$ cat src/rtl/seven_segment_display_driver_if.sv
// seven_segment_display_driver_if: load/shadow inputs and display outputs of the seven-segment driver
// load, value, blank_mask, blink_mask, lz_en : master -> driver
// seg_static, seg_mux, dig_sel, blink_phase : driver -> master
interface seven_segment_display_driver_if #(parameter int NUM_DIGITS = 6);
  logic load;
  logic [4*NUM_DIGITS-1:0] value;
  logic [NUM_DIGITS-1:0] blank_mask;
  logic [NUM_DIGITS-1:0] blink_mask;
  logic lz_en;
  logic [7*NUM_DIGITS-1:0] seg_static;
  logic [6:0] seg_mux;
  logic [NUM_DIGITS-1:0] dig_sel;
  logic blink_phase;
  modport master(output load, value, blank_mask, blink_mask, lz_en,
                 input seg_static, seg_mux, dig_sel, blink_phase);
  modport slave(input load, value, blank_mask, blink_mask, lz_en,
                output seg_static, seg_mux, dig_sel, blink_phase);
endinterface

$ cat src/rtl/seven_segment_display_driver.sv
// seven_segment_display_driver: hex display driver with static and multiplexed outputs
// clk, reset (async active-high) plain ports; bus (slave) carries load/value/masks/lz_en in,
// seg_static/seg_mux/dig_sel/blink_phase out.
module seven_segment_display_driver #(
  parameter int NUM_DIGITS = 6,
  parameter int SCAN_DIV = 50000,
  parameter int BLINK_DIV = 25000000,
  parameter int ACTIVE_LOW = 1
) (
  input logic clk,
  input logic reset,
  seven_segment_display_driver_if.slave bus
);
  localparam int SW = SCAN_DIV > 1 ? $clog2(SCAN_DIV) : 1;
  localparam int BW = BLINK_DIV > 1 ? $clog2(BLINK_DIV) : 1;
  localparam int IW = NUM_DIGITS > 1 ? $clog2(NUM_DIGITS) : 1;
  localparam logic AL = ACTIVE_LOW != 0;
  localparam logic [6:0] DARK = {7{AL}};
  // active-low g..a patterns for 0..F
  localparam logic [6:0] ENC [16] = '{7'h40, 7'h79, 7'h24, 7'h30, 7'h19, 7'h12, 7'h02, 7'h78,
                                      7'h00, 7'h10, 7'h08, 7'h03, 7'h46, 7'h21, 7'h06, 7'h0E};
  typedef enum logic {SLOT, DEAD} state_t;
  state_t state_q, state_d;
  logic [SW-1:0] scnt_q, scnt_d;
  logic [BW-1:0] bcnt_q, bcnt_d;
  logic [IW-1:0] idx_q, idx_d;
  logic phase_q, phase_d;
  logic [4*NUM_DIGITS-1:0] val_q, val_d;
  logic [NUM_DIGITS-1:0] blank_q, blank_d, blink_q, blink_d, dark;
  logic lz_q, lz_d;
  logic [7*NUM_DIGITS-1:0] seg_static_q, seg_static_d;
  logic [6:0] seg_mux_q, seg_mux_d;
  logic [NUM_DIGITS-1:0] dig_sel_q, dig_sel_d, one_hot;
  logic scan_wrap, blink_wrap;
  assign val_d = bus.load ? bus.value : val_q;
  assign blank_d = bus.load ? bus.blank_mask : blank_q;
  assign blink_d = bus.load ? bus.blink_mask : blink_q;
  assign lz_d = bus.load ? bus.lz_en : lz_q;
  assign scan_wrap = scnt_q == SW'(SCAN_DIV - 1);
  assign blink_wrap = bcnt_q == BW'(BLINK_DIV - 1);
  assign bcnt_d = blink_wrap ? '0 : bcnt_q + 1'b1;
  assign phase_d = phase_q ^ blink_wrap;
  always_comb begin
    state_d = state_q;
    scnt_d = scnt_q;
    idx_d = idx_q;
    if (state_q == SLOT) begin
      scnt_d = scan_wrap ? '0 : scnt_q + 1'b1;
      state_d = scan_wrap ? DEAD : SLOT;
    end else begin
      state_d = SLOT;
      idx_d = (idx_q == IW'(NUM_DIGITS - 1)) ? '0 : idx_q + 1'b1;
    end
  end
  // Outputs are computed from next-state values so a load shows up one clock later.
  always_comb begin
    logic zero_up;
    zero_up = 1'b1;
    dark = '0;
    seg_static_d = '0;
    for (int i = NUM_DIGITS - 1; i >= 0; i--) begin
      zero_up = zero_up & (val_d[4*i +: 4] == 4'd0);
      dark[i] = blank_d[i] | (blink_d[i] & phase_d) | (lz_d & (i > 0) & zero_up);
      seg_static_d[7*i +: 7] = dark[i] ? DARK : ENC[val_d[4*i +: 4]] ^ {7{~AL}};
    end
    seg_mux_d = state_d == DEAD ? DARK : seg_static_d[7*int'(idx_d) +: 7];
    one_hot = state_d == SLOT ? NUM_DIGITS'(1) << idx_d : '0;
    dig_sel_d = one_hot ^ {NUM_DIGITS{AL}};
  end
  always_ff @(posedge clk or posedge reset) begin
    if (reset) begin
      state_q <= SLOT;
      scnt_q <= '0;
      bcnt_q <= '0;
      idx_q <= '0;
      phase_q <= 1'b0;
      val_q <= '0;
      blank_q <= '0;
      blink_q <= '0;
      lz_q <= 1'b0;
      seg_static_q <= {NUM_DIGITS{DARK}};
      seg_mux_q <= DARK;
      dig_sel_q <= {NUM_DIGITS{AL}};
    end else begin
      state_q <= state_d;
      scnt_q <= scnt_d;
      bcnt_q <= bcnt_d;
      idx_q <= idx_d;
      phase_q <= phase_d;
      val_q <= val_d;
      blank_q <= blank_d;
      blink_q <= blink_d;
      lz_q <= lz_d;
      seg_static_q <= seg_static_d;
      seg_mux_q <= seg_mux_d;
      dig_sel_q <= dig_sel_d;
    end
  end
  assign bus.seg_static = seg_static_q;
  assign bus.seg_mux = seg_mux_q;
  assign bus.dig_sel = dig_sel_q;
  assign bus.blink_phase = phase_q;
endmodule

$ cat src/flat_wrapper.sv
// flat-port wrapper written by rule: the top's interface ports become plain ports
module seven_segment_display_driver_flat 
#(
  parameter int NUM_DIGITS = 6,
  parameter int SCAN_DIV = 50000,
  parameter int BLINK_DIV = 25000000,
  parameter int ACTIVE_LOW = 1
)
  (clk, reset, bus_load, bus_value, bus_blank_mask, bus_blink_mask, bus_lz_en, bus_seg_static, bus_seg_mux, bus_dig_sel, bus_blink_phase);
  seven_segment_display_driver_if #(.NUM_DIGITS(NUM_DIGITS)) bus_i ();
  input logic clk;
  input logic reset;
  input wire logic [$bits(bus_i.load)-1:0] bus_load;
  input wire logic [$bits(bus_i.value)-1:0] bus_value;
  input wire logic [$bits(bus_i.blank_mask)-1:0] bus_blank_mask;
  input wire logic [$bits(bus_i.blink_mask)-1:0] bus_blink_mask;
  input wire logic [$bits(bus_i.lz_en)-1:0] bus_lz_en;
  output wire logic [$bits(bus_i.seg_static)-1:0] bus_seg_static;
  output wire logic [$bits(bus_i.seg_mux)-1:0] bus_seg_mux;
  output wire logic [$bits(bus_i.dig_sel)-1:0] bus_dig_sel;
  output wire logic [$bits(bus_i.blink_phase)-1:0] bus_blink_phase;
  assign bus_i.load = bus_load;
  assign bus_i.value = bus_value;
  assign bus_i.blank_mask = bus_blank_mask;
  assign bus_i.blink_mask = bus_blink_mask;
  assign bus_i.lz_en = bus_lz_en;
  assign bus_seg_static = bus_i.seg_static;
  assign bus_seg_mux = bus_i.seg_mux;
  assign bus_dig_sel = bus_i.dig_sel;
  assign bus_blink_phase = bus_i.blink_phase;
  seven_segment_display_driver #(.NUM_DIGITS(NUM_DIGITS), .SCAN_DIV(SCAN_DIV), .BLINK_DIV(BLINK_DIV), .ACTIVE_LOW(ACTIVE_LOW)) u_core (.clk(clk), .reset(reset), .bus(bus_i));
endmodule
$ cat config.mk
export PLATFORM = sky130hd
export DESIGN_NAME = seven_segment_display_driver_flat
export DESIGN_NICKNAME = d
export VERILOG_FILES = /design/src/rtl/seven_segment_display_driver_if.sv /design/src/rtl/seven_segment_display_driver.sv /design/src/flat_wrapper.sv
export SDC_FILE = /design/constraint.sdc
export NUM_CORES = 1
export LEC_CHECK = 0
export CORE_MARGIN = 4
export CORE_UTILIZATION = 45
export DETAILED_ROUTE_END_ITERATION = 10
export MAX_ROUTING_LAYER = met4
export PLACE_DENSITY = 0.74
export SLEW_MARGIN = 40
export SYNTH_ARGS = -nofsm -noshare
export SYNTH_HDL_FRONTEND = slang
export SYNTH_SLANG_ARGS = --single-unit
$ cat constraint.sdc
create_clock -name clk -period 4.2 [get_ports clk]
set_clock_uncertainty 0.1 [all_clocks]
set_input_delay 0.42 -clock clk [delete_from_list [all_inputs] [get_ports clk]]
set_output_delay 0.42 -clock clk [all_outputs]
set_load 0.03 [all_outputs]
; ---- Yosys cells after proc, flatten, opt, wreduce, memory -nomap -nowiden
; Memories as Yosys holds them, arrays and structs flattened.
; Index checks and enable logic that the tools add are counted.
[totals]
reg_bits = 138
latch_bits = 0
ram_bits = 0
rom_bits = 672
inputBits = 40
out_inout_bits = 56
mem_count = 6
[op_classes]
n_addsub = 3
mul = 1
div_mod_pow = 0
n_lt_le_gt_ge = 6
eq_ne = 3
shifts = 2
n_mux = 30
bitwise_logic = 34
n_reduce_logical = 5
[mem_list]
columns = name, words, width, read_ports, rd_ports_with_merged_regs, wr, line_no
row1 = (name not given), 16, 7, 1, 0, 0, seven_segment_display_driver.sv:64  ; seg_static_d[7*i +: 7] = dark[i] ? DARK : ENC[val_d[4*i +: 4]] ^ {7{~AL}};
row2 = (name not given), 16, 7, 1, 0, 0, seven_segment_display_driver.sv:64
row3 = (name not given), 16, 7, 1, 0, 0, seven_segment_display_driver.sv:64
row4 = (name not given), 16, 7, 1, 0, 0, seven_segment_display_driver.sv:64
row5 = (name not given), 16, 7, 1, 0, 0, seven_segment_display_driver.sv:64
row6 = (name not given), 16, 7, 1, 0, 0, seven_segment_display_driver.sv:64
[ops]
columns = cell, count
row1 = $mux W7, 19
row2 = $shiftx A42 B32 Y7, 1
row3 = $ge A5 B5 Y1 const B, 6
row4 = $not A4 Y5, 6
row5 = $add A25 B1 Y25 const B, 1
row6 = $eq A25 B25 Y1 const B, 1
row7 = $mux W25, 1
row8 = $mux W24, 1
row9 = $logic_not A4 Y1, 5
row10 = $mux W6, 3
row11 = $add A16 B1 Y16 const B, 1
row12 = $eq A16 B16 Y1 const B, 1
row13 = $mux W16, 1
row14 = $and A1 B1 Y1, 15
row15 = $or A1 B1 Y1, 11
row16 = $mul A3 B3 Y6 const A, 1
row17 = $mux W3, 2
row18 = $not A6 Y6, 1
row19 = $shl A1 B3 Y6 const A, 1
row20 = $add A3 B1 Y3 const B, 1
row21 = $eq A3 B3 Y1 const B, 1
row22 = $mux W1, 3
row23 = $xor A1 B1 Y1, 1

; ---- Depth between registers and ports, before layout
[depth]
ltp_word = 11
ltp_mapped = 16
mapped_depth_nobuf = 10

; ---- Worst setup path after synthesis
; No wires, ideal clock.
[synth_timing]
kind = input port to flip-flop
startpoint = in bus_load
endpoint = reg u_core.seg_mux_q[1], in the netlist u_core.bus.seg_mux[1]
setup_ns = 0.060
arrival_time_ns = 2.967
required_ns = 4.040
setup_slack_ns = 1.073
cell_stages = 14
path_buffers = 6
path_cell_list = buf_6 > buf_6 > buf_6 > buf_6 > buf_8 > mux2i_2 > ha_1 > o211ai_2 > nor4_1 > nor2_1 > o21a_1 > buf_2 > a311oi_1 > a211o_1
[synth_via]
elab_chain_cells = 11
elab_cells_between_ends = 67
[synth_lines]
columns = element, line_no
row1 = from (decl), flat_wrapper.sv:13  ; input wire logic [$bits(bus_i.load)-1:0] bus_load;
row2 = $mux W24, seven_segment_display_driver.sv:35  ; assign val_d = bus.load ? bus.value : val_q;
row3 = $logic_not A4 Y1, seven_segment_display_driver.sv:62  ; zero_up = zero_up & (val_d[4*i +: 4] == 4'd0);
row4 = $and A1 B1 Y1 (4 in a row), seven_segment_display_driver.sv:62
row5 = $and A1 B1 Y1, seven_segment_display_driver.sv:63  ; dark[i] = blank_d[i] | (blink_d[i] & phase_d) | (lz_d & (i > 0) & zero_up);
row6 = $or A1 B1 Y1, seven_segment_display_driver.sv:63
row7 = $mux W7, seven_segment_display_driver.sv:64
row8 = $shiftx A42 B32 Y7 (*), seven_segment_display_driver.sv:66  ; seg_mux_d = state_d == DEAD ? DARK : seg_static_d[7*int'(idx_d) +: 7];
row9 = $mux W7 (*), seven_segment_display_driver.sv:66
row10 = via u_core.seg_mux_d[1], seven_segment_display_driver.sv:32  ; logic [6:0] seg_mux_q, seg_mux_d;
row11 = to (signal assigned), seven_segment_display_driver.sv:95  ; seg_mux_q <= seg_mux_d;
row12 = to (decl), seven_segment_display_driver.sv:32
; Mark *: on every way through the listed nets, which the timed path passes. The rest lies on a longest branch. The select of a mux whose other input is x is not followed.
; A chain may end at the register's enable or synchronous reset.

; ---- Worst setup path in the final report
; Same ends and word-level chain as after synthesis.

==> metrics.md <==
| Metric | Value |
|---|---|
| CP max FO | `50` |
| Syn avg cell area | `~10 um2` |
| # hold bufs at CTS | `0` |
| Asr flop ratio synth | `100%` |
| Layout net count | `890` |
| H-tree lvl count | `4` |
| CTS Root Cell | `clkbuf_16` |
| Die width | `between 100 and 150 um` |
| All-Layer GR Usage | `a little over 20%` |
| Clock tree sinks | `between 100 and 150` |
| Num rows | `46` |
| Postcts setup bufs | `0` |
| DRC viols | `0` |
| Layer with the highest usage | `met2` |
| Leakage Power | `a little under 4 nW` |
| Fin Setup TNS | `0 ns` |
| RSZ-0062 raised after global routing | `false` |
| Starting DRC count in detailed routing | `approximately 670` |
| # fillers | `roughly 1400` |
| Initial Util | `about 46%` |
| Mapped Cells | `approximately 700` |
| Yosys top cell by area | `dfrtp_1` |
| Wire per inst | `around 17 um` |
| Via density | `5.50` |
| HPWL Detailed | `around 13000 um` |
| Post-Syn Nets | `790` |
| Die Footprint | `between 15000 and 20000 um2` |
| Reg2Reg Launch Point | `u_core.bcnt_q[0]` |
| Worst-margin pin slew | `0.804 ns` |
| Met1 Track Usage GR | `between 20% and 30%` |
| Placer Congestion | `~0.9` |
| # setup viols final | `0` |
| DR vias | `5751` |
| CTS tree | `built` |
| Worst R2R End | `u_core.bus.seg_mux[3]` |
| PortBufs | `95` |
| Share of Yosys cell area claimed by the top area cell type | `between 20% and 30%` |
| Clock buffer depth | `2` |
| VDD IR max | `approximately 0.30 mV` |
| Synth warnings | `0` |
| Fin crit period | `between 3 and 4 ns` |
| Netlist cell types | `between 70 and 80` |
| Hold WC Path Type | `input port to asynchronous set/reset pin` |
| Final max-slew violation count | `0` |
| Clk_lat worst skew | `between 0.4 and 0.5 ns` |
| Final Hold Viols | `0` |
| Grt met3 use | `under 10%` |
| Cell family with most CP delay | `simple AND/OR/NAND/NOR gates` |
| Max_slew headroom | `between 40% and 50%` |
| Post-synthesis sequential area ratio | `roughly 48%` |
| CP startpoint kind | `input port` |
| Fin util | `56.8%` |
| Met2 Use GR | `a little under a third` |
| Main synth FF type | `dfrtp_1` |
| Critical-path top delay cell | `buf_4` |
| Crit path cell chain | `buf_4 -> mux2i_1 -> ha_1 -> nand3_1 -> nor4_1 -> nor2_1 -> o21a_1 -> a311oi_1 -> a211o_1` |
| Critical path class | `input port to flip-flop` |
| Reg-to-reg setup timing slack | `between 1 and 1.5 ns` |
| Crit path buffers/inverters | `1` |
| Critical Path Sink Type | `flip-flop` |
| Antenna diode count | `0` |
| Arrival @ worst endpoint | `about 3.3 ns` |
| Critical Path Max Stage Delay | `a little under 0.6 ns` |
| Vias in the first global route | `5631` |
| Number of synthesized flops with an enable pin | `0` |
| Initial antenna violation count | `0` |
| Status | `finished clean` |
| Clock slew at reported path FFs | `0.06 ns` |
| Chip height | `around 140 um` |
| Share of cells above drive strength 1 | `17.0%` |
| Gr ovfl total | `0` |
| Max Fclk | `about 0.33 GHz` |
| Period utilization | `72.7%` |
| Global-route wire length before repair | `between 20000 and 30000 um` |
| Top-Level Pins | `96` |
| Pre-antenna DRT Iters | `6` |
| Cts repair resizes | `0` |
| Number of register bits inferred by synthesis | `about 140` |
| Top post-synthesis cells by area | `dfrtp_1 (28%), dfstp_2 (20%), ha_1 (5.6%)` |
| PD cells | `between 400 and 500 nW/um2` |
| Core Box Area | `between 15000 and 20000 um2` |
| CTS Buf Count | `17` |
| Detail Route Antenna Nets | `0` |
| Max Cap Viol | `0` |
| Reg2Reg Depth | `8` |
| Largest net degree at the start of global routing | `65` |
| Req. time, crit path | `4.47 ns` |
| Final wirelength | `between 15000 and 20000 um` |
| Layout area overhead | `23.5%` |
| Post-Syn Area | `around 7300 um2` |
==> final cells by class <==
class | instances | area [um2] | area share (%)
Clock buffer | 20 | 447 | 4.93
Clock inverter | 12 | 124 | 1.37
Inverter | 42 | 160 | 1.77
Multi-Input combinational cell | 518 | 3540 | 39.1
Sequential cell | 138 | 3520 | 38.9
Tap cell | 216 | 270 | 2.98
Timing Repair Buffer | 100 | 998 | 11.0
==> cell usage after synthesis (all sizes together), types with 3 or more instances <==
cell type   n
mux2       10
xnor2      16
or3         9
mux2i      35
xor2       19
nor2b       5
buf        10
nor4b       7
nand2b      5
dfstp      55
nor3       18
inv        41
nor3b       5
nand4      10
ha         33
o32ai       4
a22oi       5
and4        3
a211oi     10
a211o       4
nor2       50
nand2      95
nand3      34
o21ai      30
a32oi       7
a31oi      13
a21oi      39
and3        9
dfrtp      83
clkbuf      9
o211ai     10
==> through the flow <==
stage	cell area, um2	std cells	power [W]	hold WS (ns)	worst slack, ns
6_report	9060	1046	0.00380	0.369	1.15
5_1_grt	9060	1046	0.00396	0.412	0.807
4_1_cts	9060	1046	0.00383	0.377	1.12
3_5_place_dp	8490	1014	0.00237	0.359	0.703
3_3_place_gp	8490	1014	0.00237	0.358	0.808
2_1_floorplan	7340	717	0.00207	0.338	0.0749
==> worst register-to-register path, delay by kind of cell, from the launching register on <==
| family | cells | cell delay [ns] |
|---|---|---|
| AO/OA/AOI/OAI | 3 | 0.83 |
| adder cells (fa/ha/maj) | 1 | 0.22 |
| flip-flops | 1 | 0.38 |
| AND/OR/NAND/NOR | 4 | 1.19 |
==> metal layers <==
metal,vias up,share of wire [%]
met4,0,3.3
li1,2760,-
met1,2736,45
met5,-,0
met2,211,46
met3,44,5.8
==> kinds of logic after synthesis <==
| family | synth area share [%] |
|---|---|
| flops | 48.0 |
| fa+ha+maj | 5.63 |
| mux | 7.95 |
| compound gates | 13.1 |
| xor+xnor | 4.18 |
| simple gates | 17.3 |
| buf+inv | 3.79 |
==> layout by cell type (no fill, tap or decap), drive strengths merged, types with 18 or more instances in the layout <==
cell           count
mux2i             35
inv               42
xor2              19
o21ai             30
nand3             34
ha                33
a21oi             39
clkbuf            20
nor2              50
nor3              18
dfrtp             83
dfstp             55
nand2             95
clkdlybuf4s50     94
==> worst max-delay path by stage <==
stage / cells after the start / from / to / slack, ns
after global placement: 9 / bus_load / u_core.bus.seg_mux[1] / 0.81
after global routing: 9 / bus_load / u_core.bus.seg_mux[1] / 0.81
after CTS: 9 / bus_load / u_core.bus.seg_mux[1] / 1.12
after floorplan: 1 / reset / u_core.bcnt_q[0] / 0.07
after detailed placement: 9 / bus_load / u_core.bus.seg_mux[1] / 0.70
final: 9 / bus_load / u_core.bus.seg_mux[1] / 1.15
==> sequential cells by signal, summed over array words and instances (netlist names), 3 cells and up <==
| name | cells |
|---|---|
| u_core.blank_q | 6 |
| u_core.idx_q | 3 |
| u_core.bus.seg_static | 42 |
| u_core.val_q | 24 |
| u_core.scnt_q | 16 |
| u_core.blink_q | 6 |
| u_core.bus.seg_mux | 7 |
| u_core.bcnt_q | 25 |
| u_core.bus.dig_sel | 6 |
==> power breakdown <==
group	internal, W	switching (W)
combinational	0.000317	0.000503
sequential	0.00149	0.0000472
clock	0.000884	0.000560
total	0.00269	0.00111
Power figures use the tool's default switching activity.
